### src/rtl/echo_request_input.sv
// echo_request_input
// Host-side request stage in front of the Echo core's `say` method.
// Request words tagged with the `say` method number go into a small
// circular FIFO and are handed to the core with its ready/enable
// handshake. Words with any other method number, and words that arrive
// while the FIFO is full, are discarded and counted in a saturating
// 16-bit drop counter. The stage also answers message-size queries.
// DEPTH must be a power of two in the range 2..16 so that the pointers
// wrap naturally.

module echo_request_input #(
    parameter int DEPTH      = 4,
    parameter int SAY_METHOD = 0,
    parameter int SAY_SIZE   = 32
) (
    input  logic                     CLK,
    input  logic                     RST,

    // Host request pipe
    input  logic                     EN_requests_0_enq,
    input  logic [31:0]              requests_0_enq_v,
    input  logic [15:0]              requests_0_enq_methodNumber,
    output logic                     RDY_requests_0_enq,
    output logic                     requests_0_notFull,

    // Echo core `say` method
    output logic [31:0]              request_say_v,
    output logic                     EN_request_say,
    input  logic                     RDY_request_say,

    // Message-size query
    input  logic [15:0]              messageSize_size_methodNumber,
    output logic [15:0]              messageSize_size,
    output logic                     RDY_messageSize_size,

    // Status
    output logic [15:0]              drop_count,
    output logic [$clog2(DEPTH):0]   occupancy
);

    localparam int AW = $clog2(DEPTH);

    localparam logic [AW:0]   FULL_CNT = DEPTH[AW:0];
    localparam logic [AW:0]   CNT_ONE  = (AW+1)'(1);
    localparam logic [AW-1:0] PTR_ONE  = AW'(1);
    localparam logic [15:0]   SAY_M    = SAY_METHOD[15:0];
    localparam logic [15:0]   SAY_SZ   = SAY_SIZE[15:0];
    localparam logic [15:0]   DROP_MAX = 16'hFFFF;

    logic [31:0]   mem [DEPTH];
    logic [AW-1:0] wp;
    logic [AW-1:0] rp;
    logic [AW:0]   cnt;

    logic full;
    logic empty;
    logic is_say;
    logic accept;
    logic drop;
    logic deliver;

    // Flags come from the registered count only, so enqueue readiness
    // never depends on what the core does this cycle. That is also why a
    // full FIFO drops an enqueue even while a word is leaving.
    assign full  = (cnt == FULL_CNT);
    assign empty = (cnt == '0);

    assign is_say  = (requests_0_enq_methodNumber == SAY_M);
    assign accept  = EN_requests_0_enq && is_say && !full;
    assign drop    = EN_requests_0_enq && (!is_say || full);

    // Delivery looks only at the stored count: a word accepted this cycle
    // is not visible until the next one (no bypass from input to core).
    assign deliver = !empty && RDY_request_say;

    assign EN_request_say       = deliver;
    assign request_say_v        = mem[rp];
    assign RDY_requests_0_enq   = !full;
    assign requests_0_notFull   = !full;
    assign occupancy            = cnt;
    assign messageSize_size     = (messageSize_size_methodNumber == SAY_M) ? SAY_SZ : 16'd0;
    assign RDY_messageSize_size = 1'b1;

    // Storage write on accept.
    // NOTE: the storage array is deliberately left out of reset; the count
    // alone decides which entries are meaningful, and an unreset array maps
    // onto plain RAM/flops without a reset network.
    always_ff @(posedge CLK) begin
        if (accept) begin
            mem[wp] <= requests_0_enq_v;
        end
    end

    // Pointer, occupancy and drop-counter bookkeeping.
    // NOTE: every register here uses non-blocking assignment so that all
    // updates see the pre-edge values, e.g. cnt and the pointers move
    // together without ordering hazards.
    always_ff @(posedge CLK or posedge RST) begin
        if (RST) begin
            wp         <= '0;
            rp         <= '0;
            cnt        <= '0;
            drop_count <= '0;
        end else begin
            if (accept) begin
                wp <= wp + PTR_ONE;
            end
            if (deliver) begin
                rp <= rp + PTR_ONE;
            end
            // Simultaneous accept and delivery leave the count unchanged.
            case ({accept, deliver})
                2'b10:   cnt <= cnt + CNT_ONE;
                2'b01:   cnt <= cnt - CNT_ONE;
                default: cnt <= cnt;
            endcase
            if (drop && (drop_count != DROP_MAX)) begin
                drop_count <= drop_count + 16'd1;
            end
        end
    end

endmodule

### config.mk
export PLATFORM = sky130hd
export DESIGN_NAME = echo_request_input
export DESIGN_NICKNAME = d
export VERILOG_FILES = /design/src/rtl/echo_request_input.sv
export SDC_FILE = /design/constraint.sdc
export NUM_CORES = 1
export LEC_CHECK = 0
export CAP_MARGIN = 10
export CORE_UTILIZATION = 50
export DETAILED_ROUTE_END_ITERATION = 6
export GPL_ROUTABILITY_DRIVEN = 0
export GPL_TIMING_DRIVEN = 1
export PLACE_DENSITY = 0.84
export SLEW_MARGIN = 15
export SYNTH_ARGS = -nofsm -noshare
export SYNTH_HDL_FRONTEND = slang
export SYNTH_SLANG_ARGS = --single-unit
### constraint.sdc
create_clock -name CLK -period 3.3 [get_ports CLK]
set_clock_uncertainty 0.15 [all_clocks]
set_input_delay 0.66 -clock CLK [delete_from_list [all_inputs] [get_ports CLK]]
set_output_delay 0.66 -clock CLK [all_outputs]
set_load 0.01 [all_outputs]
Yosys cells after proc, flatten, opt, wreduce, memory -nomap -nowiden
Memory sizes are Yosys's and may differ from the RTL's.
Index checks and enable logic that the tools add are counted.
{"block": "totals", "n_memories": 1, "elab_cells": 31, "register_bits": 23, "out_inout_bits": 71, "mem_bits_rw": 128}
{"memory": "mem", "depth": 4, "width": 32, "rd": 1, "rd_clocked_by_memory_dff": 0, "wr": 1, "line": "50", "text": "logic [31:0] mem [DEPTH];"}
{"block": "op_classes", "n_eq_ne": 4, "add_sub_neg": 5, "n_reduce_logical": 13, "n_mux": 4}
{"op": "zero test 16 bit", "n": 2}
{"op": "adder 16 x 1 -> 16 bit, second input constant", "n": 1}
{"op": "!= test 16 bit, second input constant", "n": 1}
{"op": "two-way mux 6 bit", "n": 1}
{"op": "one-hot mux 3 bit (2 select lines)", "n": 1}
{"op": "logical AND 1 bit", "n": 5}
{"op": "adder 2 x 1 -> 2 bit, second input constant", "n": 2}
{"op": "adder 3 x 1 -> 3 bit, second input constant", "n": 1}
{"op": "equality test 3 bit, second input constant", "n": 1}
{"op": "zero test 1 bit", "n": 3}
{"op": "zero test 3 bit", "n": 1}
{"op": "subtractor 3 x 1 -> 3 bit, second input constant", "n": 1}
{"op": "equality test 2 x 1 -> 1 bit, second input constant", "n": 1}
{"op": "equality test 2 bit, second input constant", "n": 1}
{"op": "two-way mux 1 bit", "n": 2}
{"op": "nonzero test 2 bit", "n": 1}
{"op": "logical OR 1 bit", "n": 1}

Longest topological paths before layout
{"block": "logic_depth", "depth_word": 5, "mapped_depth": 11, "depth_no_buf": 11}

Worst setup path after synthesis
OpenSTA, ideal clock, no wires.
{"block": "synth_path", "kind": "in2reg", "start": "in requests_0_enq_methodNumber[1]", "end": "mem mem[0][0], enable pin", "t_required_ps": 2758, "path_stages": 4, "path_slack_ps": 611, "arrival_time_ps": 2147, "cell_sequence": "nor4_1 nand3_1 nor2_1 and3_1"}
{"block": "synth_between", "elab_chain_len": 5}
{"element": "start: declaration", "line": "22", "text": "input logic [15:0] requests_0_enq_methodNumber,"}
{"element": "zero test 16 bit", "line": "68", "text": "assign is_say = (requests_0_enq_methodNumber == SAY_M);"}
{"element": "logical AND 1 bit (2 in a row)", "line": "69", "text": "assign accept = EN_requests_0_enq && is_say && !full;"}
{"element": "two-way mux 1 bit", "line": "89", "text": "if (accept) begin"}
{"element": "two-way mux 1 bit (implied by the code)", "line": "90", "text": "mem[wp] <= requests_0_enq_v;"}
{"element": "end: declaration", "line": "50"}
Every way passes these cells.

Worst setup path after layout
{"block": "layout_path", "start": "reg rp[0]", "end": "out request_say_v[20]"}
{"block": "layout_between", "elab_chain_len": 1}
{"element": "start: declaration", "line": "52", "text": "logic [AW-1:0] rp;"}
{"element": "start signal: assignment", "line": "109", "text": "rp <= rp + PTR_ONE;"}
{"element": "memory (4 x 32 bit)"}
{"element": "end: declaration", "line": "27", "text": "output logic [31:0] request_say_v,"}
Every way passes these cells.

==> flow_metrics.tcl <==
set metrics [dict create \
    drv_cap 0 \
    critPathLaunchType "flip-flop" \
    core_area_um2 11700 \
    cp_max_fo 22 \
    path_depth 3 \
    crit_buf_inv 2 \
    cts_buffer_depth 2 \
    fmax_mhz 320 \
    num_vias 3297 \
    drt-pass1-iter-count 5 \
    drive_gt1_share_pct 19.1 \
    cp.arrival_ns 2.31 \
    drtIter0Drc 174 \
    grt_pass1_vias 3605 \
    setup_viol 0 \
    synth-seq-cells 151 \
    cts.sinks 151 \
    status "complete, no violations" \
    synthToLayoutAreaGrowth_pct 31.3 \
    syn-cell-area_um2 6100 \
    final_common_cell "edfxtp_1" \
    dp_cells 566 \
    io_pins 139 \
    place_ws_ns 0.0871 \
    p_leak_nw 2.78 \
    die_y_um 112 \
    fp.dieW_um 112 \
    root_buffer "clkbuf_16" \
    setup.worst_path.end_class "output pin" \
    cp_top_family "buffers and inverters" \
    drv_slew 0 \
    path_cells "buf_12, mux4_2, clkdlybuf4s50_1" \
    fin_area_um2 8010 \
    final_cell_count_no_fill 598 \
    yosysUniqueCellTypes 35 \
    dp_hpwl_um 7510 \
    regArea_um2 4420 \
    setup-tns-final_ns 0 \
    reg2reg_depth 11 \
    synth.avg_cell_area_um2 19.9 \
    whs_path_depth 1 \
    overflow 0 \
    fillers 750 \
    n_antenna_cell 0 \
    p_total_mw 5.65 \
    cts_max_level 4 \
    antenna_found_initial 0 \
    slowest_delay_ns 0.59 \
    viasPerCell 5.51 \
    ys_warn_count 0 \
    clk_pin_slew_ns 0.06 \
    tightest_slew_ns 0.891 \
    multi_input_area_um2 1520 \
    final_nets 517 \
    wire_per_inst_um 19.0 \
    cpMaxStageDelayCell "dfrtp_4" \
    fin_ws_ns 0.178 \
    rsz0062_at_grt "false" \
    routed_wl_um 11400 \
    fin_crit_ns 3.12 \
    dieArea_um2 12600 \
    maxSlewHeadroom_pct 40.6 \
    cts_made_buffers 17 \
    peakVddDrop_mv 0.423 \
    grt_max_degree 34 \
    synth-seq-area-share_pct 72.5 \
    synthCells 307 \
    power.density_nw_per_um2 705 \
    crit_type "reg -> out" \
    required_ns 2.49 \
    post-route-period-util_pct 94.6 \
    initial_utilization_pct 52.3 \
    io_buffers 122 \
    final_cell_mix "edfxtp_1 (128), clkdlybuf4s50_1 (122), mux4_2 (32)" \
    rows 39 \
    final-hold-violation-count 0 \
    ant_nets 0 \
    hold_class "reg -> reg" \
    drc 0 \
    clk_latency_ns 0.41 \
    grt_use_total_pct 19.7 \
    place_area_um2 7490 \
    grt_pass1_wl_um 18300 \
    cts_tree "yes" \
]
worst register-to-register path, cell delays in order, from the launching register on:
cell,delay [ns]
dfrtp_1,0.42
or3b_4,0.44
nand2_2,0.10
nor2_1,0.08
and2_1,0.21
inv_1,0.08
ha_1,0.17
inv_1,0.06
fa_1,0.37
xor2_1,0.15
nor2_1,0.11
xor2_1,0.14
path summary, 6_finish.rpt:
| check | from | endpoint | slack (ns) |
|---|---|---|---|
| max | rp[0] | request_say_v[20] | 0.18 |
| min reg2reg | drop_count[4] | drop_count[4] | 0.35 |
| min | drop_count[4] | drop_count[4] | 0.35 |
| max reg2reg | occupancy[1] | occupancy[2] | 0.76 |
| min in group asynchronous | RST | drop_count[10] | 0.60 |
| max in group asynchronous | RST | rp[0] | 1.75 |
routing by layer:
metal  up-vias  track usage (%)  wire length [um]
li1       1453                -                 -
met1      1677             23.8              4580
met2       149             33.0              5820
met3        18             5.94               762
met4         0             8.98               206
met5         -                0                 0
synth_stat cells:
library cell | n | share of area [%]
and2_1 | 1 | 0.10
and3_1 | 5 | 0.51
and4_1 | 2 | 0.29
buf_2 | 3 | 0.25
buf_4 | 17 | 2.1
buf_6 | 2 | 0.37
clkbuf_1 | 5 | 0.31
conb_1 | 2 | 0.12
dfrtp_1 | 23 | 9.4
edfxtp_1 | 128 | 63
fa_1 | 1 | 0.33
ha_1 | 6 | 1.2
inv_1 | 8 | 0.49
mux2_2 | 4 | 0.74
mux2i_1 | 1 | 0.16
mux4_2 | 32 | 12
nand2_1 | 6 | 0.37
nand2_2 | 1 | 0.10
nand2b_1 | 1 | 0.10
nand3_1 | 8 | 0.66
nand4_2 | 1 | 0.21
nor2_1 | 4 | 0.25
nor3_1 | 6 | 0.49
nor3_4 | 1 | 0.27
nor3b_1 | 1 | 0.12
nor4_1 | 9 | 0.92
nor4_4 | 3 | 1.0
nor4b_1 | 2 | 0.29
nor4b_4 | 1 | 0.39
o21ai_4 | 1 | 0.27
o31a_2 | 1 | 0.16
or2_4 | 1 | 0.14
or3b_4 | 1 | 0.18
xnor2_1 | 4 | 0.57
xor2_1 | 15 | 2.2
metrics by stage:
stage / hold slack, ns / utilization, %
4_1_cts: 0.347 / 68.6
6_report: 0.353 / 68.7
2_1_floorplan: 0.366 / -
5_1_grt: 0.360 / 68.7
3_5_place_dp: 0.331 / 64.2
3_3_place_gp: 0.328 / 64.2
flip-flops by register name (all words and copies together) (netlist names):
register,cells
drop_count,16
mem,128
rp,2
occupancy,3
wp,2
report_power, final:
| group | total [mW] | switching, mW | internal (mW) | leakage, nW |
|---|---|---|---|---|
| registers | 2.32 | 0.160 | 2.16 | 1.43 |
| logic | 1.65 | 0.639 | 1.01 | 1.11 |
| clock network | 1.67 | 0.722 | 0.951 | 0.244 |
repair_timing:
action                     in CTS  in global routing
setup endpoints to repair       0                  4
hold buffers                    0                  0
gates resized for setup         0                  1
buffers inserted                0                  0
kinds of logic after synthesis:
family / after synthesis / share of synthesized area (%)
and+or+nand+nor: 54 / 6.44
other: 2 / 0.123
muxes: 37 / 12.7
DFF: 151 / 72.5
xor gates and xnor gates: 19 / 2.73
adders and majority gates: 7 / 1.56
AOI/OAI and AO/OA: 2 / 0.431
buffers and inverters: 35 / 3.51
area by class of cell:
| class | instances | area share (%) |
|---|---|---|
| Multi-Input combinational cell | 135 | 19.0 |
| Sequential cell | 151 | 55.2 |
| Inverter | 8 | 0.375 |
| Timing Repair Buffer | 129 | 16.7 |
| Tap cell | 143 | 2.23 |
| Clock buffer | 19 | 5.41 |
| Clock inverter | 13 | 1.05 |
(Power assumes the default switching activity.)
